File: src/rtl/sound_player.sv
// sound_player: walks the recorder read port, holds each sample
// and renders it as a registered 1-bit PWM stream.
`timescale 1ns/1ps
module sound_player #(
  parameter int unsigned SAMPLE_INTERVAL_CLK = 3000,
  parameter int unsigned READ_LATENCY        = 2,
  parameter logic [9:0]  MIDSCALE            = 10'd512
) (
  input  logic        clk,
  input  logic        reset_n_clk,
  input  logic        play_n,
  input  logic        record_n,
  input  logic [15:0] write_pointer,
  input  logic [9:0]  read_data,
  output logic [15:0] read_pointer,
  output logic        busy,
  output logic        done,
  output logic [9:0]  sample_out,
  output logic        pwm_out
);

  typedef enum logic {
    IDLE,
    PLAY
  } state_t;

  localparam logic [31:0] LAST_CNT = 32'(SAMPLE_INTERVAL_CLK - 1);
  localparam logic [31:0] LAT_CNT  = 32'(READ_LATENCY);

  state_t      state_q, state_d;
  logic        play_n_d_q;
  logic [15:0] read_pointer_q, read_pointer_d;
  logic [31:0] interval_cnt_q, interval_cnt_d;
  logic        busy_q, busy_d;
  logic        done_q, done_d;
  logic [9:0]  sample_q, sample_d;
  logic [9:0]  pwm_cnt_q, pwm_cnt_d;
  logic        pwm_out_q, pwm_out_d;

  logic start;
  logic abort;
  logic last;

  assign start = play_n_d_q & ~play_n;
  assign abort = play_n | ~record_n;
  assign last  = ({1'b0, read_pointer_q} + 17'd1)
               >= {1'b0, write_pointer};

  // Playback FSM: start, sample latch, boundary advance, abort.
  always_comb begin
    state_d        = state_q;
    read_pointer_d = read_pointer_q;
    interval_cnt_d = interval_cnt_q;
    busy_d         = busy_q;
    done_d         = 1'b0;
    sample_d       = sample_q;
    unique case (state_q)
      IDLE: begin
        if (start && record_n && write_pointer != 16'd0) begin
          state_d        = PLAY;
          read_pointer_d = 16'd0;
          interval_cnt_d = 32'd0;
          busy_d         = 1'b1;
        end
      end
      PLAY: begin
        if (abort) begin
          state_d        = IDLE;
          busy_d         = 1'b0;
          read_pointer_d = 16'd0;
          interval_cnt_d = 32'd0;
          sample_d       = MIDSCALE;
        end else begin
          if (interval_cnt_q == LAT_CNT) begin
            sample_d = {~read_data[9], read_data[8:0]};
          end
          if (interval_cnt_q == LAST_CNT) begin
            if (last) begin
              state_d        = IDLE;
              busy_d         = 1'b0;
              done_d         = 1'b1;
              read_pointer_d = 16'd0;
              interval_cnt_d = 32'd0;
              sample_d       = MIDSCALE;
            end else begin
              read_pointer_d = read_pointer_q + 16'd1;
              interval_cnt_d = 32'd0;
            end
          end else begin
            interval_cnt_d = interval_cnt_q + 32'd1;
          end
        end
      end
      default: state_d = IDLE;
    endcase
  end

  // Free-running PWM carrier compared against the held sample.
  always_comb begin
    pwm_cnt_d = pwm_cnt_q + 10'd1;
    pwm_out_d = (pwm_cnt_q < sample_q);
  end

  // State and datapath registers.
  always_ff @(posedge clk or negedge reset_n_clk) begin
    if (!reset_n_clk) begin
      state_q        <= IDLE;
      play_n_d_q     <= 1'b1;
      read_pointer_q <= 16'd0;
      interval_cnt_q <= 32'd0;
      busy_q         <= 1'b0;
      done_q         <= 1'b0;
      sample_q       <= MIDSCALE;
      pwm_cnt_q      <= 10'd0;
      pwm_out_q      <= 1'b0;
    end else begin
      state_q        <= state_d;
      play_n_d_q     <= play_n;
      read_pointer_q <= read_pointer_d;
      interval_cnt_q <= interval_cnt_d;
      busy_q         <= busy_d;
      done_q         <= done_d;
      sample_q       <= sample_d;
      pwm_cnt_q      <= pwm_cnt_d;
      pwm_out_q      <= pwm_out_d;
    end
  end

  assign read_pointer = read_pointer_q;
  assign busy         = busy_q;
  assign done         = done_q;
  assign sample_out   = sample_q;
  assign pwm_out      = pwm_out_q;

endmodule
File: config.mk
export PLATFORM = sky130hd
export DESIGN_NAME = sound_player
export DESIGN_NICKNAME = d
export VERILOG_FILES = /design/src/rtl/sound_player.sv
export SDC_FILE = /design/constraint.sdc
export NUM_CORES = 1
export LEC_CHECK = 0
export ABC_CLOCK_PERIOD_IN_PS = 4600
export CAP_MARGIN = 5
export CORE_MARGIN = 8
export CORE_UTILIZATION = 40
export DETAILED_ROUTE_END_ITERATION = 12
export SYNTH_ARGS = -nofsm -noshare
export SYNTH_HDL_FRONTEND = slang
export SYNTH_SLANG_ARGS = --single-unit
File: constraint.sdc
create_clock -name clk -period 4.6 [get_ports clk]
set_input_delay 0.92 -clock clk [delete_from_list [all_inputs] [get_ports clk]]
set_output_delay 0.92 -clock clk [all_outputs]
set_load 0.005 [all_outputs]
Yosys cells after proc, flatten, opt, wreduce, memory -nomap -nowiden
Cells that the tools add are included.
W data, S select, Z words.
{ "totals": {"ff_bits": 73, "input_bits": 30, "output_inout_bits": 29} }
{ "classes": {"addsub": 4, "order_cmp": 2, "eq_ne": 5, "mux": 27, "bitwise_logic": 6, "n_reduce_logical": 5} }
{ "ops": {"columns": ["cell", "count"], "rows": [
  ["$mux W32", 3],
  ["$mux W16", 4],
  ["$pmux W32 S2", 1],
  ["$mux W10", 4],
  ["$add A32 B1 Y32 const B", 1],
  ["$eq A32 B12 Y1 const B", 1],
  ["$eq A32 B2 Y1 const B", 1],
  ["$pmux W16 S2", 1],
  ["$add A16 B1 Y17 const B", 1],
  ["$ge A17 B16 Y1", 1],
  ["$add A16 B1 Y16 const B", 1],
  ["$reduce_bool A16 Y1", 1],
  ["$mux W1", 12],
  ["$add A10 B1 Y10 const B", 1],
  ["$lt A10 B10 Y1", 1],
  ["$ne A3 B1 Y1 const B", 2],
  ["$not A1 Y1", 4],
  ["$pmux W1 S2", 2],
  ["$reduce_and A3 Y1", 1],
  ["$logic_and A1 B1 Y1", 2],
  ["$ne A2 B2 Y1 const B", 1],
  ["$reduce_and A2 Y1", 1],
  ["$and A1 B1 Y1", 1],
  ["$or A1 B1 Y1", 1]
]} }

Logic depth before layout (Yosys ltp)
{ "depth": {"depth_word": 6, "ltp_mapped": 15} }

Worst setup path before layout
No wires, ideal clock.
{ "synth_path": {"path_type": "register to register", "start": "register read_pointer_q[0] (netlist: read_pointer[0])", "end": "register read_pointer_q[8] (netlist: read_pointer[8])", "arrival_time_ps": 3131, "t_required_ps": 4513, "path_slack_ps": 1383, "path_stages_with_launch": 16, "n_path_buf": 2, "path_cell_list": "dfrtp_1 > ha_1 > nand3_1 > nor2_2 > and4_1 > nand4_1 > xnor2_1 > ha_1 > nand3_1 > o211ai_1 > a211o_1 > a211oi_1 > buf_2 > buf_4 > nand4b_1 > o211ai_1"} }
{ "synth_via": {"elab_chain_cells": 6, "elab_cells_between_ends": 7} }
{ "synth_lines": {"columns": ["item", "line", "source"], "rows": [
  ["start: declaration", "32", "logic [15:0] read_pointer_q, read_pointer_d;"],
  ["start signal: assignment", "119", "read_pointer_q <= read_pointer_d;"],
  ["$add A16 B1 Y17", "46", "assign last = ({1'b0, read_pointer_q} + 17'd1)"],
  ["$ge A17 B16 Y1", "47", ">= {1'b0, write_pointer};"],
  ["$mux W16 *", "78", "if (last) begin"],
  ["$mux W16 *", "77", "if (interval_cnt_q == LAST_CNT) begin"],
  ["$mux W16 *", "67", "if (abort) begin"],
  ["$pmux W16 S2 *", "57", "unique case (state_q)"]
]} }
Mark *: on every way between the ends. The rest lies on a longest branch, timed or not. The select of a mux whose other input is x is not followed.
A chain may end at the register's enable or synchronous reset.

Worst setup path after layout
{ "layout_path": {"start": "register read_pointer_q[0] (netlist: read_pointer[0])", "end": "register read_pointer_q[2] (netlist: read_pointer[2])"} }
The elaborated chain is that of the path after synthesis.

==> impl_metrics.tcl <==
set metrics [dict create \
    slew_headroom_pct 16.5 \
    reg2reg_to "read_pointer[2]" \
    routed_wl_mm 10.6 \
    arrival_ps 3840 \
    initialDrtViolationCount 176 \
    fin_tns_setup_ps 0 \
    slew_viol_final 0 \
    setup_viol 0 \
    areaGrowthSynthToFinish_pct 19.9 \
    drtAntennaViolNets 0 \
    critPathBufInv 1 \
    p_leak_uw 0.00226 \
    layout_min_cycle_time_ps 3580 \
    core_sq_um 10700 \
    cts_max_path_buffers 2 \
    yosysSeqAreaShare_pct 41.7 \
    synth_edf_count 0 \
    grt_start_max_net_pins 46 \
    ys_types 52 \
    fmax_mhz 279 \
    chipWidth_um 121 \
    synth_top_area_share_pct 40.5 \
    grt_overflow_total 0 \
    initial_utilization_pct 40.8 \
    critPathKind "register to register" \
    power_density_nw_per_um2 234 \
    grt_pass1_wl_mm 18.3 \
    yosysWarnings 0 \
    track_usage_pct 15.3 \
    critical_path.startpoint_type "register" \
    drt-pass1-iter-count 4 \
    hold_viol 0 \
    fin_area_sq_um 5250 \
    gp_congestion 0.843 \
    crit_fanout 19 \
    portBuffers 58 \
    cp_top_family "simple AND/OR/NAND/NOR gates" \
    worstMarginPinSlew_ps 1250 \
    drc 0 \
    hpwlAfterDp_mm 7.73 \
    syn_inst 458 \
    final_cell_mix "71 x dfrtp_1, 57 x clkdlybuf4s50_1, 44 x nor2_1" \
    cts-hold-fix-buffers 0 \
    fin_skew_ps 23.4 \
    crit_path_top_delay_cell "dfrtp_1" \
    postCtsSetupBuffers 0 \
    vdd_drop_max_mv 0.146 \
    clkLatencyLatePin_ps 360 \
    synth_seq_cells 73 \
    antenna_found_initial 0 \
    min_from "pwm_cnt_q[9]" \
    cp.required_ps 4860 \
    netlist_top_cells_area "dfrtp_1 41%, ha_1 8.3%, xnor2_1 7.8%" \
    ff2ff_path_depth 14 \
    cts_buffers 9 \
    cp-end-kind "register" \
    syn_nets 517 \
    syn_avg_cell_area_sq_um 9.57 \
    reg2reg_slack_ps 1020 \
    layout_commonest_cell "dfrtp_1" \
    diodes 0 \
    reg2reg_from "read_pointer[0]" \
    cts.sinks 73 \
    netlist_area_sq_um 4380 \
    fin_nets 571 \
    ctsResizeCount 0 \
    fillers 1052 \
    synth_top_area_cell "dfrtp_1" \
    rsz0062_at_grt "false" \
    place_area_sq_um 5070 \
    cts-root-buf "clkbuf_8" \
    cts_tree "yes" \
    vias 3540 \
    min_path_type "register to register" \
    die_area_sq_um 14600 \
    status "completed" \
    synthArstFlopShare_pct 100 \
    grt_pass1_vias 3671 \
    ys_dominant_reg_cell "dfrtp_1" \
    worstHoldEndpoint "pwm_cnt_q[9]" \
    period_share_pct 77.9 \
    h-tree-depth 3 \
    boundaryPins 59 \
    die_h_um 121 \
    path_cells "ha_1, nand3_1, nor2_2, and4_1, nand4_1, xnor2_1, ha_1, nand3_1, o211ai_1, a211o_1, a211oi_2, buf_4, nand2_2, o311ai_2" \
    viasPerCell 5.39 \
    worstHoldPathCells 1 \
    path_clk_slew_ps 100 \
    avgRoutedWirePerCell_um 16.2 \
    drive_gt1_share_pct 7.54 \
    num_rows 38 \
    cap_violations 0 \
    max_stage_delay_ps 460 \
]
-- synth_stat cells (all sizes together), types with 10 or more instances --
cell type,number
nand3,28
nor2,47
nor3,24
xor2,10
dfrtp,71
ha,29
o21ai,11
buf,14
nand2,32
a32o,11
xnor2,39
nor4,17
inv,31
and3,12
nand4,17
-- through the flow --
step | setup slack (ps) | total power (uW) | hold WS (ps) | std cells | utilization [%]
6_report | 1020 | 1230 | 493 | 657 | 48.9
5_1_grt | 693 | 1290 | 529 | 657 | 48.9
4_1_cts | 1030 | 1240 | 505 | 657 | 48.9
3_5_place_dp | 1040 | 759 | 486 | 641 | 47.2
3_3_place_gp | 1110 | 757 | 472 | 641 | 47.2
2_1_floorplan | 1380 | 701 | 449 | 458 | -
-- worst max path at each step --
stage	from	endpoint	cells after the start	slack, ps
global route	read_pointer[0]	read_pointer[2]	14	690
global placement	record_n	read_pointer[2]	6	1110
finish	read_pointer[0]	read_pointer[2]	14	1020
floorplan	read_pointer[0]	read_pointer[8]	15	1380
detailed placement	read_pointer[0]	read_pointer[2]	14	1040
CTS	read_pointer[0]	read_pointer[2]	14	1030
-- layout make-up --
type | count | area, sq um | area share (%)
Inverter | 31 | 116 | 2.22
Timing Repair Buffer | 62 | 606 | 11.5
Multi-Input combinational cell | 335 | 2340 | 44.6
Tap cell | 140 | 175 | 3.33
Sequential cell | 73 | 1830 | 34.8
Clock inverter | 7 | 60.1 | 1.14
Clock buffer | 9 | 124 | 2.36
-- flip-flops by register name (all words and copies together) (netlist names) --
register        cells
interval_cnt_q     32
sample_out         10
play_n_d_q          1
read_pointer       16
pwm_out             1
busy                1
state_q             1
pwm_cnt_q          10
done                1
-- power by group --
| group | switching (uW) | internal, uW | total (uW) | leakage, uW |
|---|---|---|---|---|
| Clock | 277 | 205 | 482 | 0.0000848 |
| Sequential | 5.19 | 646 | 651 | 0.000989 |
| Combinational | 54.1 | 39.4 | 93.5 | 0.00119 |
| Total | 336 | 890 | 1230 | 0.00226 |
-- kinds of logic (layout without fill, tap and decap cells) --
family	after synthesis	count (layout)	share of synthesized area, %
and+or+nand+nor	197	197	24.6
DFF	73	73	41.7
AOI/OAI and AO/OA	60	60	10.4
buffers and inverters	50	109	5.11
xor gates and xnor gates	49	49	9.79
adders and majority gates	29	29	8.28
-- per-layer routing --
metal,vias up,global-route usage [%],wire length [um]
met5,-,0,0
met3,8,4.15,460
met1,1698,19.5,5150
met2,77,25.0,4910
met4,0,4.22,101
li1,1757,-,-
No activity file was read; power rests on OpenSTA's default activity.
